### src/rtl/gf2_inv_pkg.sv
// Shared types and constants for the GF(2) NxN matrix inverter.
// Holds the FSM state enum and the identity-matrix generator.
package gf2_inv_pkg;

  typedef enum logic [1:0] {
    IDLE,
    PIVOT,
    ELIM
  } state_t;

  localparam int MAX_N = 8;

  // Row-major packing: row 0 and column 0 sit in the most significant positions.
  function automatic logic [MAX_N*MAX_N-1:0] identity_matrix(input int n);
    logic [MAX_N*MAX_N-1:0] m;
    m = '0;
    for (int i = 0; i < MAX_N; i++) begin
      if (i < n) m[(n-1-i)*(n+1)] = 1'b1;
    end
    return m;
  endfunction

endpackage

### src/rtl/gf2_pivot_finder.sv
// Combinational priority search for the lowest row >= start_row whose bit is set
// in the current pivot column of the working matrix.
module gf2_pivot_finder #(
  parameter int N = 4
) (
  input  logic [N-1:0]         col_bits,
  input  logic [$clog2(N)-1:0] start_row,
  output logic                 found,
  output logic [$clog2(N)-1:0] index
);

  localparam int CW = $clog2(N);

  // Scanning downwards lets the lowest qualifying row overwrite any higher one.
  always_comb begin
    found = 1'b0;
    index = '0;
    for (int r = N - 1; r >= 0; r--) begin
      if (col_bits[r] && (r >= int'(start_row))) begin
        found = 1'b1;
        index = CW'(r);
      end
    end
  end

endmodule

### src/rtl/gf2_nxn_matrix_inverter.sv
// Iterative Gauss-Jordan GF(2) inverter on an augmented [A | I] register array.
// Define GF2_INV_RANK_EN to skip missing pivots and report the matrix rank.
module gf2_nxn_matrix_inverter
  import gf2_inv_pkg::*;
#(
  parameter int N = 4
) (
  input  logic                     clk,
  input  logic                     rst,
  input  logic                     str,
  input  logic [N*N-1:0]           input_matrix,
  output logic [N*N-1:0]           output_matrix,
  output logic                     bsy,
  output logic                     fin,
`ifdef GF2_INV_RANK_EN
  output logic [$clog2(N+1)-1:0]   rank,
`endif
  output logic                     sing
);

  localparam int CW = $clog2(N);
  localparam logic [MAX_N*MAX_N-1:0] IDENT_FULL = identity_matrix(N);

  state_t          state;
  logic [CW-1:0]   col;
  logic [N-1:0]    a [N];
  logic [N-1:0]    b [N];

  logic [CW-1:0]   start_row;
  logic [CW-1:0]   col_idx;
  logic [CW-1:0]   pivot_row;
  logic            pivot_found;
  logic            last_col;
  logic [N-1:0]    col_bits;
  logic [N-1:0]    a_elim [N];
  logic [N-1:0]    b_elim [N];
  logic [N*N-1:0]  b_packed;

`ifdef GF2_INV_RANK_EN
  localparam int RW = $clog2(N+1);
  logic [RW-1:0]   piv_cnt;
  logic [RW-1:0]   piv_next;
  logic            rank_short;

  // Pivot rows advance only when a pivot is found, so they trail col on skipped columns.
  assign start_row  = piv_cnt[CW-1:0];
  assign piv_next   = piv_cnt + 1'b1;
  assign rank_short = (piv_next != RW'(N));
`else
  assign start_row = col;
`endif

  assign last_col = (col == CW'(N - 1));

  // Column extraction and the parallel row-clear that ELIM commits in one edge.
  always_comb begin
    col_idx  = CW'(N - 1) - col;
    col_bits = '0;
    b_packed = '0;
    for (int r = 0; r < N; r++) begin
      col_bits[r] = a[r][col_idx];
      a_elim[r]   = a[r];
      b_elim[r]   = b[r];
      if ((r != int'(start_row)) && a[r][col_idx]) begin
        a_elim[r] = a[r] ^ a[start_row];
        b_elim[r] = b[r] ^ b[start_row];
      end
    end
    for (int i = 0; i < N; i++) begin
      b_packed[(N-1-i)*N +: N] = b_elim[i];
    end
  end

  gf2_pivot_finder #(
    .N(N)
  ) u_pivot_finder (
    .col_bits (col_bits),
    .start_row(start_row),
    .found    (pivot_found),
    .index    (pivot_row)
  );

  always_ff @(posedge clk or posedge rst) begin
    if (rst) begin
      state         <= IDLE;
      col           <= '0;
      output_matrix <= '0;
      bsy           <= 1'b0;
      fin           <= 1'b0;
      sing          <= 1'b0;
      for (int r = 0; r < N; r++) begin
        a[r] <= '0;
        b[r] <= '0;
      end
`ifdef GF2_INV_RANK_EN
      piv_cnt <= '0;
      rank    <= '0;
`endif
    end else begin
      fin <= 1'b0;
      case (state)
        IDLE: begin
          if (str) begin
            for (int r = 0; r < N; r++) begin
              a[r] <= input_matrix[(N-1-r)*N +: N];
              b[r] <= IDENT_FULL[(N-1-r)*N +: N];
            end
            col   <= '0;
            bsy   <= 1'b1;
            sing  <= 1'b0;
`ifdef GF2_INV_RANK_EN
            piv_cnt <= '0;
`endif
            state <= PIVOT;
          end
        end

        PIVOT: begin
          if (pivot_found) begin
            a[start_row] <= a[pivot_row];
            a[pivot_row] <= a[start_row];
            b[start_row] <= b[pivot_row];
            b[pivot_row] <= b[start_row];
            state        <= ELIM;
          end else begin
`ifdef GF2_INV_RANK_EN
            if (last_col) begin
              output_matrix <= '0;
              rank          <= piv_cnt;
              sing          <= 1'b1;
              fin           <= 1'b1;
              bsy           <= 1'b0;
              state         <= IDLE;
            end else begin
              col <= col + 1'b1;
            end
`else
            output_matrix <= '0;
            sing          <= 1'b1;
            fin           <= 1'b1;
            bsy           <= 1'b0;
            state         <= IDLE;
`endif
          end
        end

        ELIM: begin
          for (int r = 0; r < N; r++) begin
            a[r] <= a_elim[r];
            b[r] <= b_elim[r];
          end
`ifdef GF2_INV_RANK_EN
          piv_cnt <= piv_next;
`endif
          if (last_col) begin
`ifdef GF2_INV_RANK_EN
            output_matrix <= rank_short ? '0 : b_packed;
            sing          <= rank_short;
            rank          <= piv_next;
`else
            output_matrix <= b_packed;
`endif
            fin   <= 1'b1;
            bsy   <= 1'b0;
            state <= IDLE;
          end else begin
            col   <= col + 1'b1;
            state <= PIVOT;
          end
        end

        default: state <= IDLE;
      endcase
    end
  end

endmodule

### config.mk
export PLATFORM = sky130hd
export DESIGN_NAME = gf2_nxn_matrix_inverter
export DESIGN_NICKNAME = d
export VERILOG_FILES = /design/src/rtl/gf2_inv_pkg.sv /design/src/rtl/gf2_pivot_finder.sv /design/src/rtl/gf2_nxn_matrix_inverter.sv
export SDC_FILE = /design/constraint.sdc
export NUM_CORES = 1
export LEC_CHECK = 0
export ABC_AREA = 1
export CELL_PAD_IN_SITES_DETAIL_PLACEMENT = 0
export CELL_PAD_IN_SITES_GLOBAL_PLACEMENT = 1
export CORE_ASPECT_RATIO = 1.25
export CORE_MARGIN = 5
export CORE_UTILIZATION = 46
export DETAILED_ROUTE_END_ITERATION = 10
export DONT_BUFFER_PORTS = 1
export GPL_ROUTABILITY_DRIVEN = 0
export GPL_TIMING_DRIVEN = 0
export PLACE_DENSITY = 0.93
export SLEW_MARGIN = 10
export SYNTH_ARGS = -nofsm -noshare
export SYNTH_HDL_FRONTEND = slang
export SYNTH_HIERARCHICAL = 1
export SYNTH_SLANG_ARGS = --single-unit
### constraint.sdc
create_clock -name clk -period 3.3 [get_ports clk]
set_input_delay 0.825 -clock clk [delete_from_list [all_inputs] [get_ports clk]]
set_output_delay 0.825 -clock clk [all_outputs]
set_load 0.05 [all_outputs]
==> summary.md, run 1 <==
| Metric | Value |
|---|---|
| Worst hold slack | `0.453 ns` |
| R2R Path End | `a[4]` |
| Area of the core | `11,100 sq um` |
| Status | `complete, no violations` |
| Reg2Reg Depth | `19` |
| Post-Syn Instances | `860` |
| Antenna violations before repair | `0` |
| Area leader, netlist | `dfrtp_1` |
| Critical Path RT | `3.50 ns` |
| Vias after detailed routing | `5,561` |
| First-pass GRT wire length | `27,200 microns` |
| N_diodes | `0` |
| GR peak layer | `met2` |
| Crit path time final | `2.89 ns` |
| Setup_tns | `0 ns` |
| Clock Latency Late Sink | `0.30 ns` |
| Mapped cell area | `5250 sq um` |
| Fin. max-slew vios | `0` |
| Met1 Use GR | `0.311` |
| RSZ-0062 raised after global routing | `false` |
| DRT iter0 DRCs | `413` |
| IO Port Bufs | `0` |
| Worst slew margin | `0.565` |
| Clock buffer depth | `2` |
| Ports | `38` |
| Most frequent cells in the layout | `358 x nand2_1, 110 x nand3_1, 62 x inv_1` |
| Setup bufs post-CTS | `0` |
| Hold_buf cts | `0` |
| # rows | `43` |
| # setup viols final | `0` |
| Vias in the first global route | `5,289` |
| Vias per inst | `5.54` |
| Slew @ Worst Pin | `0.653 ns` |
| Post-synthesis cell type count | `35` |
| Share of the synthesized area in the top cell type | `0.262` |
| Post-synthesis sequential area ratio | `0.262` |
| # resized after CTS | `0` |
| Commonest non-fill, non-tap cell in the layout | `nand2_1` |
| Reg clk slew, reported paths | `0.08 ns` |
| Die Width | `106 microns` |
| Final Net Count | `896` |
| CTS tree | `yes` |
| Slowest cell on the critical path | `dfrtp_1` |
| Area Overhead vs Synth | `6.70%` |
| GR Layer Usage met2 | `0.454` |
| Min-Delay Path Class | `input port to asynchronous set/reset pin` |
| Die H | `129 microns` |
| Largest net degree at the start of global routing | `34` |
| Clock sink count | `55` |
| Max Clock Freq | `346 MHz` |
| Met3 usage | `0.0239` |
| Slowest stage delay, CP | `0.46 ns` |
| Layout cell share with drive strength beyond 1 | `0.128` |
| Crit path cell chain | `buf_6 -> inv_8 -> buf_12 -> nand2_2 -> nand2_1 -> nand2_1 -> nand2_1 -> nand2_1 -> a21oi_2 -> nor2_2 -> buf_6 -> a21oi_2 -> nand2_2 -> nand2_1 -> nand2_1 -> nand2_1 -> nand3_1 -> nand2_1 -> nand2_1` |
| Reg-to-Reg Start | `col[0]` |
| Startpoint types | `flop` |
| R2R setup slack | `0.41 ns` |
| Die area | `13,700 sq um` |
| CTS root buf | `clkbuf_16` |
| Max Fanout on Critical Path | `10` |
| Initial core utilization | `0.471` |
| Max_cap viols | `0` |
| Most used cell, CP | `nand2_1` |
| DRT Pass-1 Iters | `4` |
| Syn_nets | `888` |
| Setup Skew | `0.0104 ns` |
| TritonCTS buffer count | `5` |
| Fin crit share | `0.875` |
| Total wire length | `16,900 microns` |
| Seq cells post-synth | `55` |
| Top cells by area, synth | `dfrtp_1 26%, nand2_1 26%, nand3_1 10%` |
| Post-route ant nets | `0` |
| DP HPWL | `13,100 microns` |
| WL/cell | `16.9 microns` |
| GRT overflow | `0` |
| Remaining DRCs | `0` |
| CP Class | `flop to flop` |
| Ys Warns | `6` |
| CP endpoint kind | `flop` |
| Final Hold Fails | `0` |
| Overall Global Routing Usage | `0.251` |
| Critical Path AT | `3.08 ns` |
| H-tree depth | `2` |
| Mean post-synth cell area | `6.10 sq um` |
==> synth_stat cells (all sizes together) <==
library cell and n:
nand2 389, nand3 119, inv 76, nor2 68
a21oi 57, dfrtp 55, o21ai 42, buf 29
ha 9, clkbuf 7, a21boi 4, a31oi 2
nand4 2, a32o 1
==> registers in the layout, indices dropped and copies added, names as in the netlist <==
register	flops
b	16
bsy	1
output_matrix	16
col	2
fin	1
sing	1
a	16
state	2
==> critical path, delay by kind of cell, from the launching register on <==
family          cells  cell delay [ns]
flops               1             0.46
simple gates       13             1.16
compound gates      2             0.56
buf+inv             4             0.59
==> worst max-delay path by stage <==
stage,depth (start not counted),end,startpoint
6_report,19,a[4],col[0]
5_1_grt,18,a[4],col[0]
4_1_cts,23,b[6],col[0]
3_5_place_dp,19,a[4],col[0]
3_3_place_gp,1,a[13],rst
2_1_floorplan,19,b[12],col[0]
==> layout make-up <==
type	count	area [sq um]
plain buffers	36	260
repair buffers	1	20.0
clock buffers	5	125
well taps	135	169
fillers	1205	5540
inverters	76	298
multi-input cells	693	3310
flip-flops and latches	55	1380
clock inverters	2	37.5
==> per-layer routing <==
metal / wire (microns) / part of all wire / vias to the layer above
li1: - / - / 2762
met1: 6780 / 0.40 / 2549
met2: 8670 / 0.51 / 211
met3: 952 / 0.056 / 39
met4: 522 / 0.031 / 0
met5: 0 / 0 / -
==> stage by stage <==
stage | instance area, sq um | util | std cells | worst slack [ns]
after floorplan | 5250 | - | 860 | 1.03
after global placement | 5420 | 0.486 | 995 | 0.477
after detailed placement | 5440 | 0.488 | 996 | 0.475
after CTS | 5600 | 0.503 | 1003 | 0.455
after global routing | 5600 | 0.503 | 1003 | 0.209
final | 5600 | 0.503 | 1003 | 0.412
==> kinds of logic (layout without fill, tap and decap cells) <==
kind of cell | Yosys count | count (layout) | share of synthesized area
buf+inv | 112 | 120 | 0.106
simple gates | 578 | 578 | 0.494
flops | 55 | 55 | 0.262
fa+ha+maj | 9 | 9 | 0.0215
compound gates | 106 | 106 | 0.116
Power of run 1 is left out: the tool's default activity adds up to more than one toggle a clock period on the data nets, which glitch-free logic cannot reach.
==> run 2: changes to the inputs <==
--- a/config.mk
+++ b/config.mk
@@ -10,12 +10,12 @@
 export CELL_PAD_IN_SITES_GLOBAL_PLACEMENT = 1
 export CORE_ASPECT_RATIO = 1.25
 export CORE_MARGIN = 5
-export CORE_UTILIZATION = 46
+export CORE_UTILIZATION = 42
 export DETAILED_ROUTE_END_ITERATION = 10
 export DONT_BUFFER_PORTS = 1
 export GPL_ROUTABILITY_DRIVEN = 0
 export GPL_TIMING_DRIVEN = 0
-export PLACE_DENSITY = 0.93
+export PLACE_DENSITY = 0.87
 export SLEW_MARGIN = 10
 export SYNTH_ARGS = -nofsm -noshare
 export SYNTH_HDL_FRONTEND = slang
==> summary.md, run 2 (synthesis results as in run 1) <==
| Metric | Value |
|---|---|
| WL/cell | `16.7 microns (-0.99%)` |
| Max Clock Freq | `346 MHz (about the same)` |
| Hold_buf cts | `0 (unchanged)` |
| Area of the multi-input gates | `3310 sq um (unchanged)` |
| Fin. max-slew vios | `0 (unchanged)` |
| Area Overhead vs Synth | `7.39%` |
| CP Class | `flop to flop` |
| Die Width | `110 microns (+4.2%)` |
| Reg area | `1380 sq um (unchanged)` |
| # resized after CTS | `0 (unchanged)` |
| Post-route ant nets | `0 (unchanged)` |
| Max Fanout on Critical Path | `10 (unchanged)` |
| Setup_tns | `0 ns (unchanged)` |
| Min-Delay Path Class | `input port to asynchronous set/reset pin` |
| N_diodes | `0 (unchanged)` |
| DP HPWL | `13,200 microns (+0.95%)` |
| Vias after detailed routing | `5,561 (unchanged)` |
| Crit path cell chain | `buf_6 -> inv_8 -> buf_12 -> nand2_2 -> nand2_1 -> nand2_1 -> nand2_1 -> nand2_1 -> a21oi_2 -> nand2_2 -> nor2_1 -> a21oi_2 -> nand2_2 -> nand2_1 -> nand2_1 -> nand2_1 -> nand3_1 -> nand2_1 -> nand2_1` |
| Die H | `135 microns (+4.3%)` |
| Area of the core | `12,200 sq um (+9.7%)` |
| Critical Path AT | `3.13 ns (+0.05 ns)` |
| Clock sink count | `55 (unchanged)` |
| CTS root buf | `clkbuf_16` |
| H-tree depth | `2 (unchanged)` |
| Non-filler instance count after layout | `1,032 (+2.9%)` |
| Startpoint types | `flop` |
| Fill count | `1,403 (+16%)` |
| Most used cell, CP | `nand2_1` |
| Crit path time final | `2.89 ns (+0.000421 ns)` |
| Layout cell share with drive strength beyond 1 | `0.128 (unchanged)` |
| # rows | `45 (+4.7%)` |
| Biggest regs | `a x16, b x16, output_matrix x16` |
| CTS tree | `yes` |
| Final Net Count | `896 (unchanged)` |
| Status | `complete, no violations` |
| Most frequent cells in the layout | `358 x nand2_1, 110 x nand3_1, 62 x inv_1` |
| DRT iter0 DRCs | `325 (-21%)` |
| Post-Route Utilization | `0.461 (-0.0415)` |
| Vias in the first global route | `5,376 (+1.6%)` |
| Die area | `14,800 sq um (+8.7%)` |
| RSZ-0062 raised after global routing | `false` |
| GRT overflow | `0 (unchanged)` |
| Reg clk slew, reported paths | `0.07 ns (about the same)` |
| IO Port Bufs | `0 (unchanged)` |
| CP endpoint kind | `flop` |
| Setup bufs post-CTS | `0 (unchanged)` |
| Overall Global Routing Usage | `0.241 (-0.0102)` |
| Commonest non-fill, non-tap cell in the layout | `nand2_1` |
| # setup viols final | `0 (unchanged)` |
| Placed insts | `1,025 (+2.9%)` |
| Slowest cell on the critical path | `dfrtp_1` |
| Fin crit share | `0.875 (about the same)` |
| Worst path buffer plus inverter count | `3 (-1)` |
| Initial core utilization | `0.429 (-0.0417)` |
| Total wire length | `17,200 microns (+1.9%)` |
| Setup Skew | `0.00575 ns (-0.00465 ns)` |
| Slowest stage delay, CP | `0.46 ns (about the same)` |
| Ports | `38 (unchanged)` |
| Clock buffer depth | `2 (unchanged)` |
| Top delay family on crit path | `simple AND/OR/NAND/NOR gates` |
| Antenna violations before repair | `0 (unchanged)` |
| Max_cap viols | `0 (unchanged)` |
| Remaining DRCs | `0 (unchanged)` |
| Critical Path RT | `3.54 ns (+0.04 ns)` |
| TritonCTS buffer count | `5 (unchanged)` |
| Worst slew margin | `0.578 (+0.0134)` |
| First-pass GRT wire length | `27,800 microns (+2.1%)` |
| Vias per inst | `5.39 (-2.8%)` |
| Final Hold Fails | `0 (unchanged)` |
| Clock Latency Late Sink | `0.30 ns (about the same)` |
| Slew @ Worst Pin | `0.633 ns (-0.0201 ns)` |
| DRT Pass-1 Iters | `5 (+1)` |
| Largest net degree at the start of global routing | `35 (+2.9%)` |
-- run 2: cell counts in the layout (fill, tap and decap cells not counted) --
Identical to the previous run, type by type.
-- run 2: final cells by class --
cell class,instances,share of cell area
buffer,36,0.0462
clock buffer,5,0.0222
clock inverter,2,0.00666
inverter,76,0.0529
multi-input combinational,693,0.588
sequential,55,0.244
tap,164,0.0364
timing repair buffer,1,0.00355
-- run 2: final timing paths --
path | start | depth (start not counted) | slack, ns | endpoint
setup / recovery | col[0] | 19 | 0.41 | a[8]
hold / removal | rst | 1 | 0.44 | b[1]
setup reg to reg | col[0] | 19 | 0.41 | a[8]
hold reg to reg | a[8] | 2 | 0.58 | a[8]
max in group asynchronous | rst | 2 | 2.30 | b[10]
min in group clk | a[8] | 2 | 0.58 | a[8]
-- run 2: metal layers --
metal / wire [microns] / up-vias / global-route usage
met3: 878 / 74 / 0.0263
met2: 8290 / 210 / 0.398
met5: 0 / - / 0
li1: - / 2752 / -
met4: 962 / 0 / 0.136
met1: 7120 / 2525 / 0.301
-- run 2: stage by stage --
stage,setup slack (ns),hold slack [ns],cell area (sq um)
floorplan,1.03,0.492,5250
global placement,0.445,0.550,5450
detailed placement,0.476,0.553,5470
CTS,0.453,0.458,5630
global route,0.166,0.485,5630
finish,0.412,0.436,5630
Power of run 2 is left out for the same reason.
